===== src/rtl/acc_pkg.sv =====
`default_nettype none
// ============================================================================
// acc_pkg : shared state, opcode-class and ALU definitions for acc_core_p
// Rev 1.0
// ============================================================================
package acc_pkg;

  typedef enum logic [2:0] {
    ST_FETCH = 3'd0,
    ST_LOAD  = 3'd1,
    ST_STORE = 3'd2,
    ST_EXEC  = 3'd3,
    ST_HALT  = 3'd4
  } state_e;

  typedef enum logic [1:0] {
    ALU_ADC = 2'd0,
    ALU_SBC = 2'd1,
    ALU_AND = 2'd2,
    ALU_XOR = 2'd3
  } alu_op_e;

  localparam int c_flag_cf = 0;
  localparam int c_flag_zf = 1;
  localparam int c_flag_nf = 2;
  localparam int c_flag_vf = 3;

  localparam logic [7:0] c_op_halt = 8'h01;
  localparam logic [7:0] c_op_clc  = 8'h04;
  localparam logic [7:0] c_op_sec  = 8'h05;

  // An opcode belongs to a class when (op & mask) == match
  localparam logic [7:0] c_mask_alu   = 8'hF8, c_match_alu   = 8'h08;
  localparam logic [7:0] c_mask_mov   = 8'hFC, c_match_mov   = 8'h10;
  localparam logic [7:0] c_mask_st    = 8'hFC, c_match_st    = 8'h14;
  localparam logic [7:0] c_mask_skip  = 8'hF8, c_match_skip  = 8'h18;
  localparam logic [7:0] c_mask_ldx   = 8'hE0, c_match_ldx   = 8'h20;
  localparam logic [7:0] c_mask_jmp   = 8'hE0, c_match_jmp   = 8'h60;
  localparam logic [7:0] c_mask_imm   = 8'hC0, c_match_imm   = 8'h80;
  localparam logic [7:0] c_mask_rsv_a = 8'hFE, c_match_rsv_a = 8'h02;
  localparam logic [7:0] c_mask_rsv_b = 8'hE0, c_match_rsv_b = 8'h40;
  localparam logic [7:0] c_mask_rsv_c = 8'hC0, c_match_rsv_c = 8'hC0;

  function automatic logic op_is(input logic [7:0] op, input logic [7:0] mask,
                                 input logic [7:0] match);
    return (op & mask) == match;
  endfunction

  function automatic logic op_reads_mem(input logic [7:0] op);
    return (op_is(op, c_mask_alu, c_match_alu) && op[0]) ||
           (op_is(op, c_mask_mov, c_match_mov) && op[1]);
  endfunction

  function automatic logic op_writes_mem(input logic [7:0] op);
    return op_is(op, c_mask_st, c_match_st);
  endfunction

  function automatic logic op_reserved(input logic [7:0] op);
    return op_is(op, c_mask_rsv_a, c_match_rsv_a) ||
           op_is(op, c_mask_rsv_b, c_match_rsv_b) ||
           op_is(op, c_mask_rsv_c, c_match_rsv_c);
  endfunction

endpackage
`default_nettype wire


===== src/rtl/acc_core_p_if.sv =====
`default_nettype none
// ============================================================================
// acc_core_p_if : shared instruction/data bus with ready handshake
// Rev 1.0
// ============================================================================
interface acc_core_p_if #(
  parameter int DATA_W = 8,
  parameter int ADDR_W = 8
);
  logic [ADDR_W:0]   mem_addr;
  logic              mem_rd;
  logic              mem_wr;
  logic [DATA_W-1:0] mem_wdata;
  logic [DATA_W-1:0] mem_rdata;
  logic              mem_ready;

  modport master (
    output mem_addr, mem_rd, mem_wr, mem_wdata,
    input  mem_rdata, mem_ready
  );

  modport slave (
    input  mem_addr, mem_rd, mem_wr, mem_wdata,
    output mem_rdata, mem_ready
  );
endinterface
`default_nettype wire


===== src/rtl/acc_alu_p.sv =====
`default_nettype none
// ============================================================================
// acc_alu_p : combinational ADC/SBC/AND/XOR with carry, zero, sign, overflow
// Rev 1.0
// ============================================================================
module acc_alu_p
  import acc_pkg::*;
#(
  parameter int DATA_W = 8
) (
  input  alu_op_e           op,
  input  logic [DATA_W-1:0] a,
  input  logic [DATA_W-1:0] b,
  input  logic              ci,
  output logic [DATA_W-1:0] y,
  output logic              c,
  output logic              z,
  output logic              n,
  output logic              v
);

  logic [DATA_W-1:0] w_b_eff;
  logic [DATA_W:0]   w_sum;

  always_comb begin
    // SBC is AX + ~B + CF, so carry set means no borrow
    w_b_eff = (op == ALU_SBC) ? ~b : b;
    w_sum   = {1'b0, a} + {1'b0, w_b_eff} + {{DATA_W{1'b0}}, ci};
    y       = w_sum[DATA_W-1:0];
    c       = w_sum[DATA_W];
    v       = (a[DATA_W-1] == w_b_eff[DATA_W-1]) && (y[DATA_W-1] != a[DATA_W-1]);
    case (op)
      ALU_AND: begin
        y = a & b;
        c = ci;
        v = 1'b0;
      end
      ALU_XOR: begin
        y = a ^ b;
        c = ci;
        v = 1'b0;
      end
      default: ;
    endcase
    z = (y == '0);
    n = y[DATA_W-1];
  end

endmodule
`default_nettype wire


===== src/rtl/acc_core_p.sv =====
`default_nettype none
// ============================================================================
// acc_core_p : multi-cycle accumulator core on a shared ready-handshake bus
// Rev 1.0
// ============================================================================
module acc_core_p
  import acc_pkg::*;
#(
  parameter int DATA_W = 8,
  parameter int ADDR_W = 8,
  parameter int IX_W   = 5
) (
  input  logic         clk,
  input  logic         reset,
  acc_core_p_if.master bus,
  output logic         halted,
  output logic         illegal
);

  state_e            r_state;
  logic [DATA_W-1:0] r_ax, r_dx, r_m, r_wdata;
  logic [ADDR_W-1:0] r_ip;
  logic [IX_W-1:0]   r_ix;
  logic [7:0]        r_ir;
  logic              r_cf, r_zf, r_nf, r_vf;
  logic [ADDR_W:0]   r_addr;
  logic              r_rd, r_wr, r_halted, r_illegal;

  logic [7:0]        w_fop;
  logic [ADDR_W:0]   w_data_addr;
  logic [DATA_W-1:0] w_alu_b, w_alu_y, w_tgt, w_imm_val;
  logic              w_alu_c, w_alu_z, w_alu_n, w_alu_v;
  logic [3:0]        w_flags;
  logic [ADDR_W-1:0] w_ip_next;

  assign w_fop       = bus.mem_rdata[7:0];
  assign w_data_addr = {1'b1, ADDR_W'(r_ix)};
  assign w_alu_b     = r_ir[0] ? r_m : r_dx;

  acc_alu_p #(.DATA_W(DATA_W)) u_alu (
    .op (alu_op_e'(r_ir[2:1])),
    .a  (r_ax),
    .b  (w_alu_b),
    .ci (r_cf),
    .y  (w_alu_y),
    .c  (w_alu_c),
    .z  (w_alu_z),
    .n  (w_alu_n),
    .v  (w_alu_v)
  );

  always_comb begin
    w_flags            = '0;
    w_flags[c_flag_cf] = r_cf;
    w_flags[c_flag_zf] = r_zf;
    w_flags[c_flag_nf] = r_nf;
    w_flags[c_flag_vf] = r_vf;

    w_tgt     = r_ir[0] ? r_dx : r_ax;
    w_imm_val = r_ir[5] ? {w_tgt[DATA_W-5:0], r_ir[4:1]} : DATA_W'(r_ir[4:1]);

    // Jumps are relative to the jump's own address; IP wraps silently
    w_ip_next = r_ip + ADDR_W'(1);
    if (op_is(r_ir, c_mask_skip, c_match_skip) && (w_flags[r_ir[2:1]] != r_ir[0]))
      w_ip_next = r_ip + ADDR_W'(2);
    else if (op_is(r_ir, c_mask_jmp, c_match_jmp))
      w_ip_next = r_ip + ADDR_W'($signed(r_ir[4:0]));
  end

  always_ff @(posedge clk) begin
    if (reset) begin
      r_state   <= ST_FETCH;
      r_ax      <= '0;
      r_dx      <= '0;
      r_m       <= '0;
      r_ix      <= '0;
      r_ip      <= '0;
      r_ir      <= '0;
      r_cf      <= 1'b0;
      r_zf      <= 1'b0;
      r_nf      <= 1'b0;
      r_vf      <= 1'b0;
      r_addr    <= '0;
      r_wdata   <= '0;
      r_rd      <= 1'b1;
      r_wr      <= 1'b0;
      r_halted  <= 1'b0;
      r_illegal <= 1'b0;
    end else begin
      r_illegal <= 1'b0;
      case (r_state)
        ST_FETCH: begin
          if (bus.mem_ready) begin
            r_ir <= w_fop;
            if (op_reads_mem(w_fop)) begin
              r_state <= ST_LOAD;
              r_addr  <= w_data_addr;
            end else if (op_writes_mem(w_fop)) begin
              r_state <= ST_STORE;
              r_rd    <= 1'b0;
              r_wr    <= 1'b1;
              r_addr  <= w_data_addr;
              r_wdata <= w_fop[0] ? r_dx : r_ax;
            end else begin
              r_state   <= ST_EXEC;
              r_rd      <= 1'b0;
              r_illegal <= op_reserved(w_fop);
            end
          end
        end

        ST_LOAD: begin
          if (bus.mem_ready) begin
            r_m     <= bus.mem_rdata;
            r_rd    <= 1'b0;
            r_state <= ST_EXEC;
          end
        end

        ST_STORE: begin
          if (bus.mem_ready) begin
            r_wr    <= 1'b0;
            r_state <= ST_EXEC;
          end
        end

        ST_EXEC: begin
          r_ip <= w_ip_next;
          if (r_ir == c_op_clc) begin
            r_cf <= 1'b0;
          end else if (r_ir == c_op_sec) begin
            r_cf <= 1'b1;
          end else if (op_is(r_ir, c_mask_alu, c_match_alu)) begin
            r_ax <= w_alu_y;
            r_cf <= w_alu_c;
            r_zf <= w_alu_z;
            r_nf <= w_alu_n;
            r_vf <= w_alu_v;
          end else if (op_is(r_ir, c_mask_mov, c_match_mov)) begin
            if (r_ir[0]) r_dx <= r_ir[1] ? r_m : r_ax;
            else         r_ax <= r_ir[1] ? r_m : r_dx;
          end else if (op_is(r_ir, c_mask_ldx, c_match_ldx)) begin
            r_ix <= IX_W'(r_ir[4:0]);
          end else if (op_is(r_ir, c_mask_imm, c_match_imm)) begin
            if (r_ir[0]) r_dx <= w_imm_val;
            else         r_ax <= w_imm_val;
          end

          if (r_ir == c_op_halt) begin
            r_state  <= ST_HALT;
            r_halted <= 1'b1;
          end else begin
            r_state <= ST_FETCH;
            r_rd    <= 1'b1;
            r_addr  <= {1'b0, w_ip_next};
          end
        end

        ST_HALT: ;

        default: r_state <= ST_FETCH;
      endcase
    end
  end

  assign bus.mem_addr  = r_addr;
  assign bus.mem_rd    = r_rd;
  assign bus.mem_wr    = r_wr;
  assign bus.mem_wdata = r_wdata;
  assign halted        = r_halted;
  assign illegal       = r_illegal;

endmodule
`default_nettype wire


===== src/flat_wrapper.sv =====
// flat-port wrapper written by rule: the top's interface ports become plain ports
module acc_core_p_flat import acc_pkg::*;
#(
  parameter int DATA_W = 8,
  parameter int ADDR_W = 8,
  parameter int IX_W   = 5
)
  (clk, reset, halted, illegal, bus_mem_addr, bus_mem_rd, bus_mem_wr, bus_mem_wdata, bus_mem_rdata, bus_mem_ready);
  acc_core_p_if #(.DATA_W(DATA_W), .ADDR_W(ADDR_W)) bus_i ();
  input  logic clk;
  input  logic reset;
  output logic halted;
  output logic illegal;
  output wire logic [$bits(bus_i.mem_addr)-1:0] bus_mem_addr;
  output wire logic [$bits(bus_i.mem_rd)-1:0] bus_mem_rd;
  output wire logic [$bits(bus_i.mem_wr)-1:0] bus_mem_wr;
  output wire logic [$bits(bus_i.mem_wdata)-1:0] bus_mem_wdata;
  input wire logic [$bits(bus_i.mem_rdata)-1:0] bus_mem_rdata;
  input wire logic [$bits(bus_i.mem_ready)-1:0] bus_mem_ready;
  assign bus_mem_addr = bus_i.mem_addr;
  assign bus_mem_rd = bus_i.mem_rd;
  assign bus_mem_wr = bus_i.mem_wr;
  assign bus_mem_wdata = bus_i.mem_wdata;
  assign bus_i.mem_rdata = bus_mem_rdata;
  assign bus_i.mem_ready = bus_mem_ready;
  acc_core_p #(.DATA_W(DATA_W), .ADDR_W(ADDR_W), .IX_W(IX_W)) u_core (.clk(clk), .reset(reset), .bus(bus_i), .halted(halted), .illegal(illegal));
endmodule

===== config.mk =====
export PLATFORM = sky130hd
export DESIGN_NAME = acc_core_p_flat
export DESIGN_NICKNAME = d
export VERILOG_FILES = /design/src/rtl/acc_pkg.sv /design/src/rtl/acc_core_p_if.sv /design/src/rtl/acc_alu_p.sv /design/src/rtl/acc_core_p.sv /design/src/flat_wrapper.sv
export SDC_FILE = /design/constraint.sdc
export NUM_CORES = 1
export LEC_CHECK = 0
export CAP_MARGIN = 20
export CORE_UTILIZATION = 25
export DETAILED_ROUTE_END_ITERATION = 8
export SLEW_MARGIN = 20
export SYNTH_ARGS = -nofsm -noshare
export SYNTH_HDL_FRONTEND = slang
export SYNTH_SLANG_ARGS = --single-unit
export TNS_END_PERCENT = 5

===== constraint.sdc =====
create_clock -name clk -period 5.2 [get_ports clk]
set_input_delay 0.78 -clock clk [delete_from_list [all_inputs] [get_ports clk]]
set_output_delay 0.78 -clock clk [all_outputs]
set_load 0.005 [all_outputs]

==> results.json, run 1 <==
{
  "wl_per_cell_um": 15.6,
  "syn-num-nets": 610,
  "synth_edf_count": 0,
  "placed_area_um2": 5180,
  "insertion_delay_ns": 0.34,
  "min_period_ns": 3.22,
  "rsz0062_at_grt": "false",
  "root_buffer": "clkbuf_16",
  "setup_slack_ns": 1.98,
  "grt_remaining_overflow": 0,
  "portBuffers": 31,
  "critPathCaptureType": "flop",
  "cp-start-kind": "flop",
  "crit_type": "reg2reg",
  "ys_types": 63,
  "drtIter0Drc": 306,
  "outcome": "complete, no violations",
  "wl_um": 12700,
  "syn_inst": 572,
  "ir_drop_v": 0.000137,
  "grt_start_max_net_pins": 54,
  "yosys-top-cells-area": "dfxtp_1 (31%), mux2i_1 (7.0%), ha_1 (6.4%)",
  "vias_per_cell": 5.18,
  "synth_area_um2": 4720,
  "maxCapViolCount": 0,
  "layout_commonest_cell": "dfxtp_1",
  "synth_top_area_cell": "dfxtp_1",
  "ant_nets": 0,
  "route.detailed.drc": 0,
  "final_cell_mix": "dfxtp_1 (73), nor2_1 (67), nand2_1 (53)",
  "yosys.area.top_type_share": 0.310,
  "dieArea_um2": 19400,
  "syn_area_per_cell_um2": 8.25,
  "hold_viol": 0,
  "vias": 4217,
  "start_util": 0.259,
  "syn2layout_area_growth_pct": 16.8,
  "leakage_nw": 1.99,
  "worstPathArrival_ns": 3.47,
  "grt_use_total": 0.136,
  "fin_setup_tns_ns": 0,
  "drv_slew": 0,
  "h-tree-depth": 3,
  "clock_sinks": 73,
  "tightest_slew_ns": 0.922,
  "preCtsSetupSlack_ns": 1.87,
  "drive_above_1_share": 0.0701,
  "antenna_found_initial": 0,
  "fin_crit_sh": 0.619,
  "slew-limit-headroom": 0.381,
  "cp_max_fo": 8,
  "rows": 49,
  "clockBufferDepth": 2,
  "grt_first_pass_wirelength_um": 21100,
  "coreArea_um2": 18200,
  "grt_pass1_vias": 3954,
  "async_reset_ff_frac": 0,
  "clk_pin_slew_worst_paths_ns": 0.06,
  "fmax_mhz": 310,
  "power_density_nw_per_um2": 264,
  "ys_seq_elements": 73,
  "die_h_um": 139,
  "antennaDiodeCount": 0,
  "dpl.hpwl_um": 9200,
  "numCtsBuffers": 9,
  "ys.flop_type": "dfxtp_1",
  "fin_util": 0.303,
  "cts_tree": "done",
  "drt_first_pass_iters": 5,
  "yosysWarnings": 0,
  "cp.required_ns": 5.45,
  "hold_path_class": "reg2reg",
  "io_pins": 32,
  "setup_viol": 0,
  "gp_congestion": 0.835,
  "clock_skew_ns": 0.00730,
  "post-cts-setup-buffer-count": 0,
  "cts_hold_buf": 0,
  "total_power_w": 0.00146,
  "nets": 619,
  "dieWidth_um": 139,
  "ys_seq_area_frac": 0.310,
  "fin_area_um2": 5510,
  "cts_resized": 0
}
per-stage QoR:
step | instances | hold WS (ns)
6_report | 814 | 0.457
5_1_grt | 814 | 0.481
4_1_cts | 813 | 0.461
3_5_place_dp | 798 | 0.454
3_3_place_gp | 798 | 0.445
2_1_floorplan | 572 | 0.429
cells by family after synthesis:
kind of cell,Yosys count,synth area share
compound gates,142,0.208
mux,43,0.0962
xor+xnor,18,0.0334
buf+inv,55,0.0509
flops,73,0.310
simple gates,214,0.226
fa+ha+maj,27,0.0763
state kept, by name (all words and copies together) (netlist names), 5 cells and up:
register / cells
u_core.r_ax: 8
u_core.r_ix: 5
u_core.r_m: 8
u_core.bus.mem_addr: 9
u_core.bus.mem_wdata: 8
u_core.r_dx: 8
u_core.r_ir: 8
u_core.r_ip: 8
final cells by class:
type / count / area (um^2)
inverters: 16 / 60.1
flip-flops and latches: 73 / 1460
clock buffers: 11 / 243
clock inverters: 4 / 77.6
multi-input cells: 444 / 3030
fillers: 1919 / 12700
repair buffers: 37 / 350
well taps: 229 / 287
power breakdown:
part	internal (W)	leakage [nW]	switching [W]
Sequential	0.000577	0.591	0.0000245
Combinational	0.0000737	1.25	0.000111
Clock	0.000432	0.156	0.000240
Total	0.00108	1.99	0.000375
critical path, stage by stage, from the launching register on:
cell and delay [ns]:
dfxtp_1 0.32, nor2b_1 0.69, xnor2_1 0.25, fa_1 0.24, inv_1 0.06, fa_1 0.42, a21oi_1 0.24, o211ai_1 0.13
a21oi_1 0.26, xnor2_1 0.17, o211ai_1 0.11, a311oi_1 0.25
worst paths after layout:
check                               from                      to  slack [ns]  cells past startpoint
setup / recovery          u_core.r_ir[1]          u_core.r_ax[6]        1.98                     11
hold / removal    u_core.bus.mem_addr[5]  u_core.bus.mem_addr[5]        0.46                      2
setup reg to reg          u_core.r_ir[1]          u_core.r_ax[6]        1.98                     11
hold reg to reg   u_core.bus.mem_addr[5]  u_core.bus.mem_addr[5]        0.46                      2
Yosys cell counts (4+ instances only):
| library cell | n |
|---|---|
| nor2_1 | 67 |
| o211ai_1 | 10 |
| nor3b_1 | 5 |
| dfxtp_1 | 73 |
| clkbuf_1 | 25 |
| and2_1 | 5 |
| inv_1 | 16 |
| a211oi_1 | 18 |
| ha_1 | 24 |
| buf_1 | 4 |
| a31oi_1 | 5 |
| nand2b_1 | 10 |
| a311oi_1 | 6 |
| mux2_2 | 9 |
| o21ai_0 | 23 |
| a221oi_1 | 6 |
| nor2b_1 | 8 |
| xnor2_1 | 9 |
| o21a_1 | 4 |
| nand3_1 | 10 |
| mux2i_1 | 33 |
| nand3b_1 | 9 |
| buf_2 | 6 |
| or3_1 | 9 |
| xor2_1 | 9 |
| nor3_1 | 16 |
| nor4_1 | 5 |
| a21oi_1 | 38 |
| a21o_1 | 5 |
| nand2_1 | 53 |
routing by layer:
metal  up-vias  global-route usage  part of all wire
met5         -                   0                 0
met4         0              0.0368             0.013
met3        14              0.0258             0.047
met2        97               0.211              0.44
met1      1994               0.192              0.50
li1       2112                   -                 -
No activity file was read; power rests on OpenSTA's default activity.
==> run 2, diff against run 1 <==
==> constraint.sdc (replaced) <==
create_clock -name clk -period 2.6 [get_ports clk]
set_input_delay 0.39 -clock clk [delete_from_list [all_inputs] [get_ports clk]]
set_output_delay 0.39 -clock clk [all_outputs]
set_load 0.005 [all_outputs]
==> run 2 against run 1 <==
- the run now ends with setup timing left
- sequential power rose by 96%
- total power rose by 95%
- flip-flop and latch count did not move
==> results.json, run 2 (synthesized netlist as in run 1, its figures left out) <==
{
  "outcome": "finished, violations left",
  "violations": "setup timing",
  "fmax_mhz": 379,
  "wl_met2_um": 6060,
  "final_cell_mix": "dfxtp_1 (71), nor2_1 (66), buf_4 (61)",
  "antennaDiodeCount": 0,
  "cts_tree": "done",
  "antenna_found_initial": 0,
  "grt_pass1_vias": 4057,
  "ir_drop_v": 0.000324,
  "start_util": 0.259,
  "ant_nets": 0,
  "fin_crit_sh": 1.01,
  "coreArea_um2": 18200,
  "power_density_nw_per_um2": 474,
  "gp_congestion": 0.880,
  "setup_slack_ns": -0.0359,
  "cpPeakStageDelay_ns": 0.39,
  "placed_area_um2": 5620,
  "clock_sinks": 73,
  "grt_first_pass_wirelength_um": 21300,
  "wl_met3_um": 604,
  "rsz0062_at_grt": "true",
  "drive_above_1_share": 0.190,
  "h-tree-depth": 3,
  "hold_viol": 0,
  "slew-limit-headroom": 0.663,
  "rows": 49,
  "highest_layer": "met4",
  "nFillCells": 1857,
  "dpl.hpwl_um": 9770,
  "dieWidth_um": 139,
  "layout_commonest_cell": "dfxtp_1",
  "clk_pin_slew_worst_paths_ns": 0.06,
  "worstPathCellList": "buf_4 -> mux2_2 -> xor2_1 -> ha_1 -> and2_1 -> o31a_1 -> o31ai_1 -> nor4_2 -> a31o_2",
  "io_pins": 32,
  "dieArea_um2": 19400,
  "portBuffers": 31,
  "hold_path_class": "reg2reg",
  "preCtsSetupSlack_ns": -0.135,
  "fin_util": 0.330,
  "critPathCaptureType": "flop",
  "wl_um": 13200,
  "cp_slowest_cell": "dfxtp_4",
  "numCtsBuffers": 9,
  "min_period_ns": 2.64,
  "drv_slew": 0,
  "largest_reg_flops": 9,
  "drtIter0Drc": 316,
  "seqCellArea_um2": 1470,
  "maxCapViolCount": 0,
  "min_path_cells": 2,
  "met1Wirelength_um": 6440,
  "place_inst": 852,
  "vias": 4377,
  "route.detailed.drc": 0,
  "grt_use_total": 0.137,
  "reg2regPathDepth": 9,
  "setup_viol": 1,
  "insertion_delay_ns": 0.34,
  "grt_remaining_overflow": 0,
  "root_buffer": "clkbuf_16",
  "worstPathArrival_ns": 2.87,
  "nets": 676,
  "crit_type": "reg2reg",
  "grt_start_max_net_pins": 29,
  "multiInputGateArea_um2": 3130,
  "wl_per_cell_um": 15.2,
  "drt_first_pass_iters": 4,
  "leakage_nw": 2.27,
  "clock_skew_ns": 0.00640,
  "cp-start-kind": "flop",
  "cts_hold_buf": 0,
  "clockBufferDepth": 2,
  "final_cells": 872,
  "cp_max_fo": 6,
  "cp.required_ns": 2.84,
  "syn2layout_area_growth_pct": 27.2,
  "tightest_slew_ns": 0.506,
  "die_h_um": 139,
  "vias_per_cell": 5.02,
  "fin_area_um2": 6010
}
## run 2: cell count changes in the layout (fill, tap and decap cells not counted), moves of 3 or more
cell / before / now
buf_4: 6 / 61
a21oi_1: 38 / 34
o21ai_0: 23 / 19
a21oi_2: 0 / 3
clkinvlp_4: 0 / 3
o21ai_1: 0 / 3
## run 2: critical path, delay by kind of cell, from the launching register on
kind	cells	cell delay (ns)
muxes	1	0.35
AOI/OAI and AO/OA	3	0.89
DFF	1	0.39
buffers and inverters	1	0.12
adders and majority gates	1	0.33
and+or+nand+nor	2	0.31
xor gates and xnor gates	1	0.15
## run 2: power breakdown
part / leakage (nW) / total (W) / internal [W] / switching (W)
Sequential: 0.592 / 0.00118 / 0.00115 / 0.0000278
Combinational: 1.55 / 0.000471 / 0.000210 / 0.000261
Clock: 0.131 / 0.00119 / 0.000672 / 0.000520
Total: 2.27 / 0.00284 / 0.00204 / 0.000809
## run 2: worst paths after layout
check                                         endpoint                    from  slack [ns]
worst max register to register             u_core.r_zf          u_core.r_ir[0]       -0.04
worst min register to register  u_core.bus.mem_addr[5]  u_core.bus.mem_addr[5]        0.45
worst min-delay path            u_core.bus.mem_addr[5]  u_core.bus.mem_addr[5]        0.45
worst max-delay path                       u_core.r_zf          u_core.r_ir[0]       -0.04
## run 2: final cells by class
type,instances,share of cell area
Sequential cell,73,0.244
Multi-Input combinational cell,444,0.522
Tap cell,229,0.0477
Clock buffer,10,0.0398
Clock inverter,6,0.00687
Inverter,16,0.0100
Timing Repair Buffer,94,0.130
## run 2: per-layer routing
| layer | up-vias | track usage |
|---|---|---|
| met5 | - | 0 |
| met3 | 11 | 0.0279 |
| met4 | 0 | 0.0292 |
| li1 | 2221 | - |
| met1 | 2061 | 0.189 |
| met2 | 84 | 0.219 |
## run 2: timing repair
action / 4_1_cts / 5_1_grt
buffers inserted: 4 / 0
setup endpoints to repair: 5 / 13
gates resized for setup: 6 / 14
pin swaps: 7 / 4
## run 2: metrics by stage
step / TNS, ns / total power (W) / hold WS (ns)
6_report: -0.0359 / 0.00284 / 0.451
5_1_grt: -0.871 / 0.00297 / 0.481
4_1_cts: -0.0833 / 0.00286 / 0.456
3_5_place_dp: -0.416 / 0.00166 / 0.448
3_3_place_gp: 0 / 0.00166 / 0.441
2_1_floorplan: -0.0771 / 0.00150 / 0.429
==> run 3, diff against run 2 <==
--- a/config.mk
+++ b/config.mk
@@ -8,6 +8,7 @@
 export CAP_MARGIN = 20
 export CORE_UTILIZATION = 25
 export DETAILED_ROUTE_END_ITERATION = 8
+export DONT_BUFFER_PORTS = 1
 export SLEW_MARGIN = 20
 export SYNTH_ARGS = -nofsm -noshare
 export SYNTH_HDL_FRONTEND = slang
==> run 3 against run 2 <==
- first-iteration DRC count decreased by 24%
- maximum frequency increased by 1.7%
- flip-flop and latch count unchanged
- register-to-register slack improved by 0.05 ns
- the run now ends clean
==> results.json, run 3 (synthesized netlist as in run 1, its figures left out) <==
{
  "h-tree-depth": 3,
  "clockBufferDepth": 2,
  "nFillCells": 1915,
  "wl_per_cell_um": 15.3,
  "fmax_mhz": 386,
  "clock_skew_ns": 0.00670,
  "die_h_um": 139,
  "wl_um": 12600,
  "fin_util": 0.310,
  "antenna_found_initial": 0,
  "fin_setup_tns_ns": 0,
  "drtIter0Drc": 241,
  "leakage_nw": 2.11,
  "cp-start-kind": "flop",
  "syn2layout_area_growth_pct": 19.4,
  "power_density_nw_per_um2": 497,
  "min_period_ns": 2.59,
  "grt_use_total": 0.133,
  "dieWidth_um": 139,
  "clock_sinks": 73,
  "io_pins": 32,
  "min_path_cells": 1,
  "largest_reg_flops": 9,
  "vias_per_cell": 5.04,
  "hold_path_class": "in2reg",
  "multiInputGateArea_um2": 3120,
  "dpl.hpwl_um": 9190,
  "numCtsBuffers": 9,
  "dieArea_um2": 19400,
  "antennaDiodeCount": 0,
  "tightest_slew_ns": 0.510,
  "drv_slew": 0,
  "rows": 49,
  "min_from": "reset",
  "clk_pin_slew_worst_paths_ns": 0.06,
  "seqCellArea_um2": 1470,
  "portBuffers": 0,
  "preCtsSetupSlack_ns": -0.0493,
  "grt_pass1_vias": 3913,
  "route.detailed.drc": 0,
  "whs_ns": 0.149,
  "ant_nets": 0,
  "outcome": "complete, no violations",
  "maxCapViolCount": 0,
  "reg2reg_slack_ns": 0.009,
  "nets": 631,
  "drive_above_1_share": 0.173,
  "cp.required_ns": 2.84,
  "ir_drop_v": 0.000313,
  "start_util": 0.259,
  "worstReg2RegStart": "u_core.r_ir[0]",
  "slew-limit-headroom": 0.656,
  "setup_slack_ns": 0.00931,
  "critPathCaptureType": "flop",
  "fin_crit_sh": 0.996,
  "root_buffer": "clkbuf_16",
  "cp_max_fo": 7,
  "cts_tree": "done",
  "grt_start_max_net_pins": 80,
  "vias": 4157,
  "final_cell_mix": "dfxtp_1 (71), nor2_1 (67), nand2_1 (53)",
  "r2r-end": "u_core.r_zf",
  "coreArea_um2": 18200,
  "setup_viol": 0,
  "post-cts-setup-buffer-count": 0,
  "hold_viol": 0,
  "rsz0062_at_grt": "true",
  "drt_first_pass_iters": 5,
  "crit_type": "reg2reg",
  "worstPathArrival_ns": 2.83,
  "min_to": "u_core.r_ix[2]",
  "gp_congestion": 0.856,
  "insertion_delay_ns": 0.34,
  "grt_remaining_overflow": 0,
  "grt_first_pass_wirelength_um": 20700,
  "layout_commonest_cell": "dfxtp_1",
  "reg2regPathDepth": 11
}
run 3: changes by cell type in the layout (fill, tap and decap cells not counted), moves of 2 or more:
cell             previous run  this run
buf_2                       2         0
clkdlybuf4s50_1            30         0
clkinvlp_4                  3         1
buf_6                       1         3
buf_12                      0         3
buf_4                      61        43
run 3: cell type report:
cell class / count / share of cell area
timing repair buffer: 49 / 0.0739
tap: 229 / 0.0508
sequential: 73 / 0.260
multi-input combinational: 444 / 0.554
clock buffer: 11 / 0.0431
inverter: 16 / 0.0107
clock inverter: 3 / 0.00755
run 3: how the worst max path moves through the flow:
stage / slack [ns] / startpoint / cells past startpoint / to
6_report: 0.009 / u_core.r_ir[0] / 11 / u_core.r_zf
5_1_grt: -0.11 / u_core.r_ir[0] / 12 / u_core.r_zf
4_1_cts: 0.002 / u_core.r_ir[0] / 11 / u_core.r_zf
3_5_place_dp: -0.05 / u_core.r_ir[0] / 12 / u_core.r_zf
3_3_place_gp: -0.01 / u_core.r_ir[0] / 10 / u_core.r_zf
2_1_floorplan: -0.04 / u_core.r_ir[0] / 13 / u_core.r_zf
run 3: per-layer routing:
layer  vias to the layer above  share of wire  track usage  wire length, um
li1                       2120              -            -                -
met1                      1951           0.49        0.180             6220
met2                        77           0.45        0.214             5730
met3                         9          0.044       0.0306              555
met4                         0         0.0076       0.0310               96
met5                         -              0            0                0
run 3: power by group:
| group | internal, W | leakage (nW) | switching, W |
|---|---|---|---|
| clock | 0.000756 | 0.137 | 0.000468 |
| sequential | 0.00115 | 0.592 | 0.0000362 |
| combinational | 0.000172 | 1.38 | 0.000214 |
| total | 0.00208 | 2.11 | 0.000719 |
run 3: metrics by stage:
step / power (W) / area (um^2) / instances
after detailed placement: 0.00159 / 5270 / 811
after floorplan: 0.00150 / 4810 / 572
after CTS: 0.00282 / 5590 / 825
after global routing: 0.00292 / 5640 / 825
after global placement: 0.00159 / 5270 / 811
final: 0.00280 / 5640 / 825
run 3: critical path, stage by stage (launching register included):
cell,delay (ns)
dfxtp_4,0.41
mux2_4,0.34
xnor2_2,0.17
fa_2,0.23
inv_2,0.04
fa_2,0.34
a21oi_2,0.19
o211ai_1,0.12
a21oi_2,0.17
xnor2_1,0.17
o21ai_1,0.12
a31o_2,0.20
run 3: repair_timing:
item | CTS | global route
endpoints found under the setup margin | 4 | 14
hold buffers | 0 | 0
gates resized for setup | 6 | 13
hold endpoints to repair | 0 | 0
pin swaps | 0 | 1
==> RTL edit 1, RTL diff (settings of run 2) <==
Make the reset (`reset`) asynchronous in one clocked block.
--- a/src/rtl/acc_core_p.sv
+++ b/src/rtl/acc_core_p.sv
@@ -69,3 +69,3 @@
 
-  always_ff @(posedge clk) begin
+  always_ff @(posedge clk or posedge reset) begin
     if (reset) begin
Behaviour: differs if reset is asserted again (counterexample within 4 cycles, from zero or initial values and one cycle with reset high); with reset held inactive, the same outputs for 4 cycles.
==> RTL edit 1 against run 2 <==
The run ends with DRC, setup timing left. Worst setup slack lost 110 ps. Design area down 0.19%. Area after synthesis is 0.85% lower. Non-clock buffer count is 4 lower. Wire length decreased by 8.4%. Final cell count shrank 7.7%. Sequential cell count is the same. Critical path type unchanged.
Power is left out: it rests on default switching activity, and per cell area and clock period it moved more than threefold.
==> RTL edit 1: results (changes against run 2) <==
\begin{tabular}{lr}
\hline
Metric & Value \\
\hline
\multicolumn{2}{l}{\textbf{Global route}} \\
\quad Combined global-route utilization of all metal layers & 13.3\% (-0.40 points) \\
\quad Vias in the first global route & 3,931 (-3.1\%) \\
\multicolumn{2}{l}{\textbf{Status}} \\
\quad Violations in the final reports & DRC, setup timing \\
\quad Status & complete, but fails checks \\
\multicolumn{2}{l}{\textbf{Drt}} \\
\quad Sum of routed wire length over all layers & 12,100 um (-8.4\%) \\
\quad First-pass iteration count of the detailed router & 8 (+4) \\
\quad Residual DRC & 2 (+2) \\
\quad Count of routing violations after the opening detailed-route iteration & 179 (-43\%) \\
\multicolumn{2}{l}{\textbf{Worst setup path}} \\
\quad Worst R2R Path Depth & 12 (+3) \\
\quad Capture point of the worst reg-to-reg path & u\_core.r\_ax[6] \\
\quad Critical path origin & u\_core.r\_ir[0] \\
\quad Highest net fanout along the worst path & 4 (-2) \\
\quad Data arrival time of the critical path & 2980 ps (+110 ps) \\
\quad Slowest stage cell on the critical path & dfrtp\_1 \\
\multicolumn{2}{l}{\textbf{Timing}} \\
\quad Sum Neg Setup Slack & -654 ps (-618 ps) \\
\quad Final setup slack of the worst path & -143 ps (-107 ps) \\
\quad Worst Tran Pin Value & 463 ps (-42.5 ps) \\
\quad Endpoints failing setup & 9 (+8) \\
\multicolumn{2}{l}{\textbf{Logic synthesis}} \\
\quad Synth top area cells & dfrtp\_1 (38\%), mux2\_2 (7.7\%), ha\_1 (6.4\%) \\
\quad Count of distinct cell types in the synthesized netlist & 57 (-9.5\%) \\
\quad Leading cell types by count after synthesis & dfrtp\_1 (72), a21oi\_1 (46), nand2\_1 (45), nor2\_1 (40), o21ai\_0 (38) \\
\multicolumn{2}{l}{\textbf{Layout}} \\
\quad Final layout net count & 609 (-9.9\%) \\
\quad Count of placed standard cells in the final layout, fillers left out & 805 (-7.7\%) \\
\quad Number of filler instances in the final layout & 1,884 (+1.5\%) \\
\multicolumn{2}{l}{\textbf{Placement}} \\
\quad Placed cell count & 788 (-7.5\%) \\
\quad HPWL Detailed & 8970 um (-8.2\%) \\
\quad Routability congestion estimate from global placement & 0.910 (+3.4\%) \\
\multicolumn{2}{l}{\textbf{Clock tree}} \\
\quad Post\_cts resized & 9 (+3) \\
\hline
\end{tabular}
RTL edit 1: cell types whose count changed after synthesis, moves of 6 or more:
| cell | change |
|---|---|
| a211oi_1 | -10 |
| a21oi_1 | +8 |
| dfrtp_1 | +72 |
| dfxtp_1 | -73 |
| mux2_2 | +23 |
| mux2i_1 | -14 |
| nand2_1 | -8 |
| nand3b_1 | -9 |
| nor2_1 | -27 |
| nor3_1 | -9 |
| o211ai_1 | -6 |
| o21ai_0 | +15 |
| or3_1 | -8 |
RTL edit 1: worst max-delay path by stage:
| stage | endpoint | cells after the start |
|---|---|---|
| floorplan | u_core.r_zf | 14 |
| global placement | u_core.r_zf | 11 |
| detailed placement | u_core.r_zf | 11 |
| CTS | u_core.r_zf | 12 |
| global route | u_core.r_zf | 13 |
| finish | u_core.r_ax[6] | 12 |
RTL edit 1: kinds of logic after synthesis:
group / share of synthesized area (%)
buffers and inverters: 3.96
adder cells (fa/ha/maj): 7.70
flip-flops: 39.1
AND/OR/NAND/NOR: 14.8
AO/OA/AOI/OAI: 17.8
multiplexers: 12.2
XOR/XNOR: 4.49
RTL edit 1: metal layers:
metal / vias to the layer above / wire, um / track usage, %
li1: 1920 / - / -
met3: 20 / 593 / 2.66
met1: 1876 / 5780 / 17.9
met5: - / 0 / 0
met4: 0 / 237 / 5.15
met2: 93 / 5490 / 20.9
RTL edit 1: layout make-up:
class | instances | area [um^2] | share of cell area, %
well taps | 229 | 287 | 4.78
inverters | 19 | 71.3 | 1.19
flip-flops and latches | 73 | 1830 | 30.5
repair buffers | 90 | 769 | 12.8
multi-input cells | 378 | 2770 | 46.1
clock inverters | 5 | 31.3 | 0.522
clock buffers | 11 | 243 | 4.05
==> RTL edit 2, RTL diff (settings of run 2) <==
Without the edit above. `ADDR_W` is set to 8 in 3 places; all go to 7.
--- a/src/rtl/acc_core_p_if.sv
+++ b/src/rtl/acc_core_p_if.sv
@@ -7,3 +7,3 @@
   parameter int DATA_W = 8,
-  parameter int ADDR_W = 8
+  parameter int ADDR_W = 7
 );
--- a/src/rtl/acc_core_p.sv
+++ b/src/rtl/acc_core_p.sv
@@ -9,3 +9,3 @@
   parameter int DATA_W = 8,
-  parameter int ADDR_W = 8,
+  parameter int ADDR_W = 7,
   parameter int IX_W   = 5
--- a/src/flat_wrapper.sv
+++ b/src/flat_wrapper.sv
@@ -4,3 +4,3 @@
   parameter int DATA_W = 8,
-  parameter int ADDR_W = 8,
+  parameter int ADDR_W = 7,
   parameter int IX_W   = 5
Ports: changed (resized bus_mem_addr); port bits go from 32 to 31. The function was not compared with the original's and may differ.
==> RTL edit 2 against run 2 <==
The run still ends with setup timing left. Die area decreased by 3.6%. Design area decreased by 0.15%. Non-clock buffer count increased by 14. Total power increased by 3.8%. Sequential cell count decreased by 2. Worst setup slack got worse by 300 ps. Via count about the same. First-iteration DRC count increased by 26%. Area after synthesis decreased by 3.7%. Synthesized cell count decreased by 2.4%. Clock power increased by 11%. Wire length decreased by 0.25%. Global-route usage increased by 0.85 points.
==> RTL edit 2: results (changes against run 2) <==
\begin{tabular}{lr}
\hline
Metric & Value \\
\hline
\multicolumn{2}{l}{\textbf{Global route}} \\
\quad Global-route wire length before repair & 21,100 um (-1.0\%) \\
\quad Combined global-route utilization of all metal layers & 14.5\% (+0.85 points) \\
\quad Vias in the first global route & 4,010 (-1.2\%) \\
\quad Met2 layer usage reported by global route & 21.3\% (-0.61 points) \\
\multicolumn{2}{l}{\textbf{Logic synthesis}} \\
\quad Synth top area cells & dfxtp\_1 (31\%), mux2i\_1 (6.8\%), ha\_1 (6.3\%) \\
\quad Leading cell types by count after synthesis & nor2\_1 (76), dfxtp\_1 (71), a21oi\_1 (54), nand2\_1 (54), mux2i\_1 (31) \\
\quad Share of the synthesized netlist area taken by xor and xnor gates & 3.08\% (-0.26 points) \\
\quad Net count after synthesis & 595 (-2.5\%) \\
\quad Number of instances in the synthesized netlist & 558 (-2.4\%) \\
\multicolumn{2}{l}{\textbf{Timing}} \\
\quad Endpoints failing setup & 7 (+6) \\
\quad Sum Neg Setup Slack & -1250 ps (-1210 ps) \\
\quad Final setup slack of the worst path & -341 ps (-305 ps) \\
\multicolumn{2}{l}{\textbf{Worst setup path}} \\
\quad Highest net fanout along the worst path & 4 (-2) \\
\quad Slowest stage cell on the critical path & or4b\_1 \\
\multicolumn{2}{l}{\textbf{Layout}} \\
\quad Layout clock buffer count & 11 (+1) \\
\quad Number of filler instances in the final layout & 1,860 (+0.16\%) \\
\quad Register share of the cell area & 23.8\% (-0.65 points) \\
\quad Fraction of final layout cells with drive strength greater than 1 & 21.8\% (+2.8 points) \\
\multicolumn{2}{l}{\textbf{Power}} \\
\quad Largest vdd supply drop & 0.343 mV (+6.1\%) \\
\multicolumn{2}{l}{\textbf{Placement}} \\
\quad Placed cell count & 857 (+0.59\%) \\
\quad IO Port Bufs & 30 (-3.2\%) \\
\quad Standard cell area after detailed placement & 5620 um\^{}2 (about the same) \\
\multicolumn{2}{l}{\textbf{Drt}} \\
\quad WL met1 & 6680 um (+3.7\%) \\
\quad Via-per-instance ratio & 5.02 (about the same) \\
\multicolumn{2}{l}{\textbf{Status}} \\
\quad Status & complete, but fails checks \\
\quad Violations in the final reports & setup timing \\
\multicolumn{2}{l}{\textbf{Clock tree}} \\
\quad Post-CTS Repair Setup Buffers & 0 (-4) \\
\quad Total number of clock tree sinks & 71 (-2.7\%) \\
\hline
\end{tabular}
[RTL edit 2: cell types whose count changed after synthesis, sizes merged, moves of 4 or more]
cell,delta
a21oi,+16
xnor2,-4
a32o,+4
nor4,-5
nor2,+9
a221oi,-6
buf,-5
mux2,+9
or3,-8
and3,+5
nor2b,-5
nand2b,-5
[RTL edit 2: worst paths after layout]
check,endpoint,slack [ps]
worst max-delay path,u_core.r_ax[6],-340
worst min-delay path,u_core.bus.mem_addr[7],460
worst max register to register,u_core.r_ax[6],-340
worst min register to register,u_core.bus.mem_addr[7],460
[RTL edit 2: power breakdown]
part	leakage (nW)	internal [mW]	total, mW	switching [mW]
Clock	0.155	0.857	1.32	0.461
Sequential	0.577	1.12	1.15	0.0291
Combinational	1.69	0.219	0.481	0.262
Total	2.42	2.20	2.95	0.752
[RTL edit 2: logic make-up (layout without fill, tap and decap cells)]
group	Yosys count	count (layout)
compound gates	151	151
xor+xnor	16	16
fa+ha+maj	26	26
buf+inv	47	136
flops	71	71
mux	50	50
simple gates	197	197
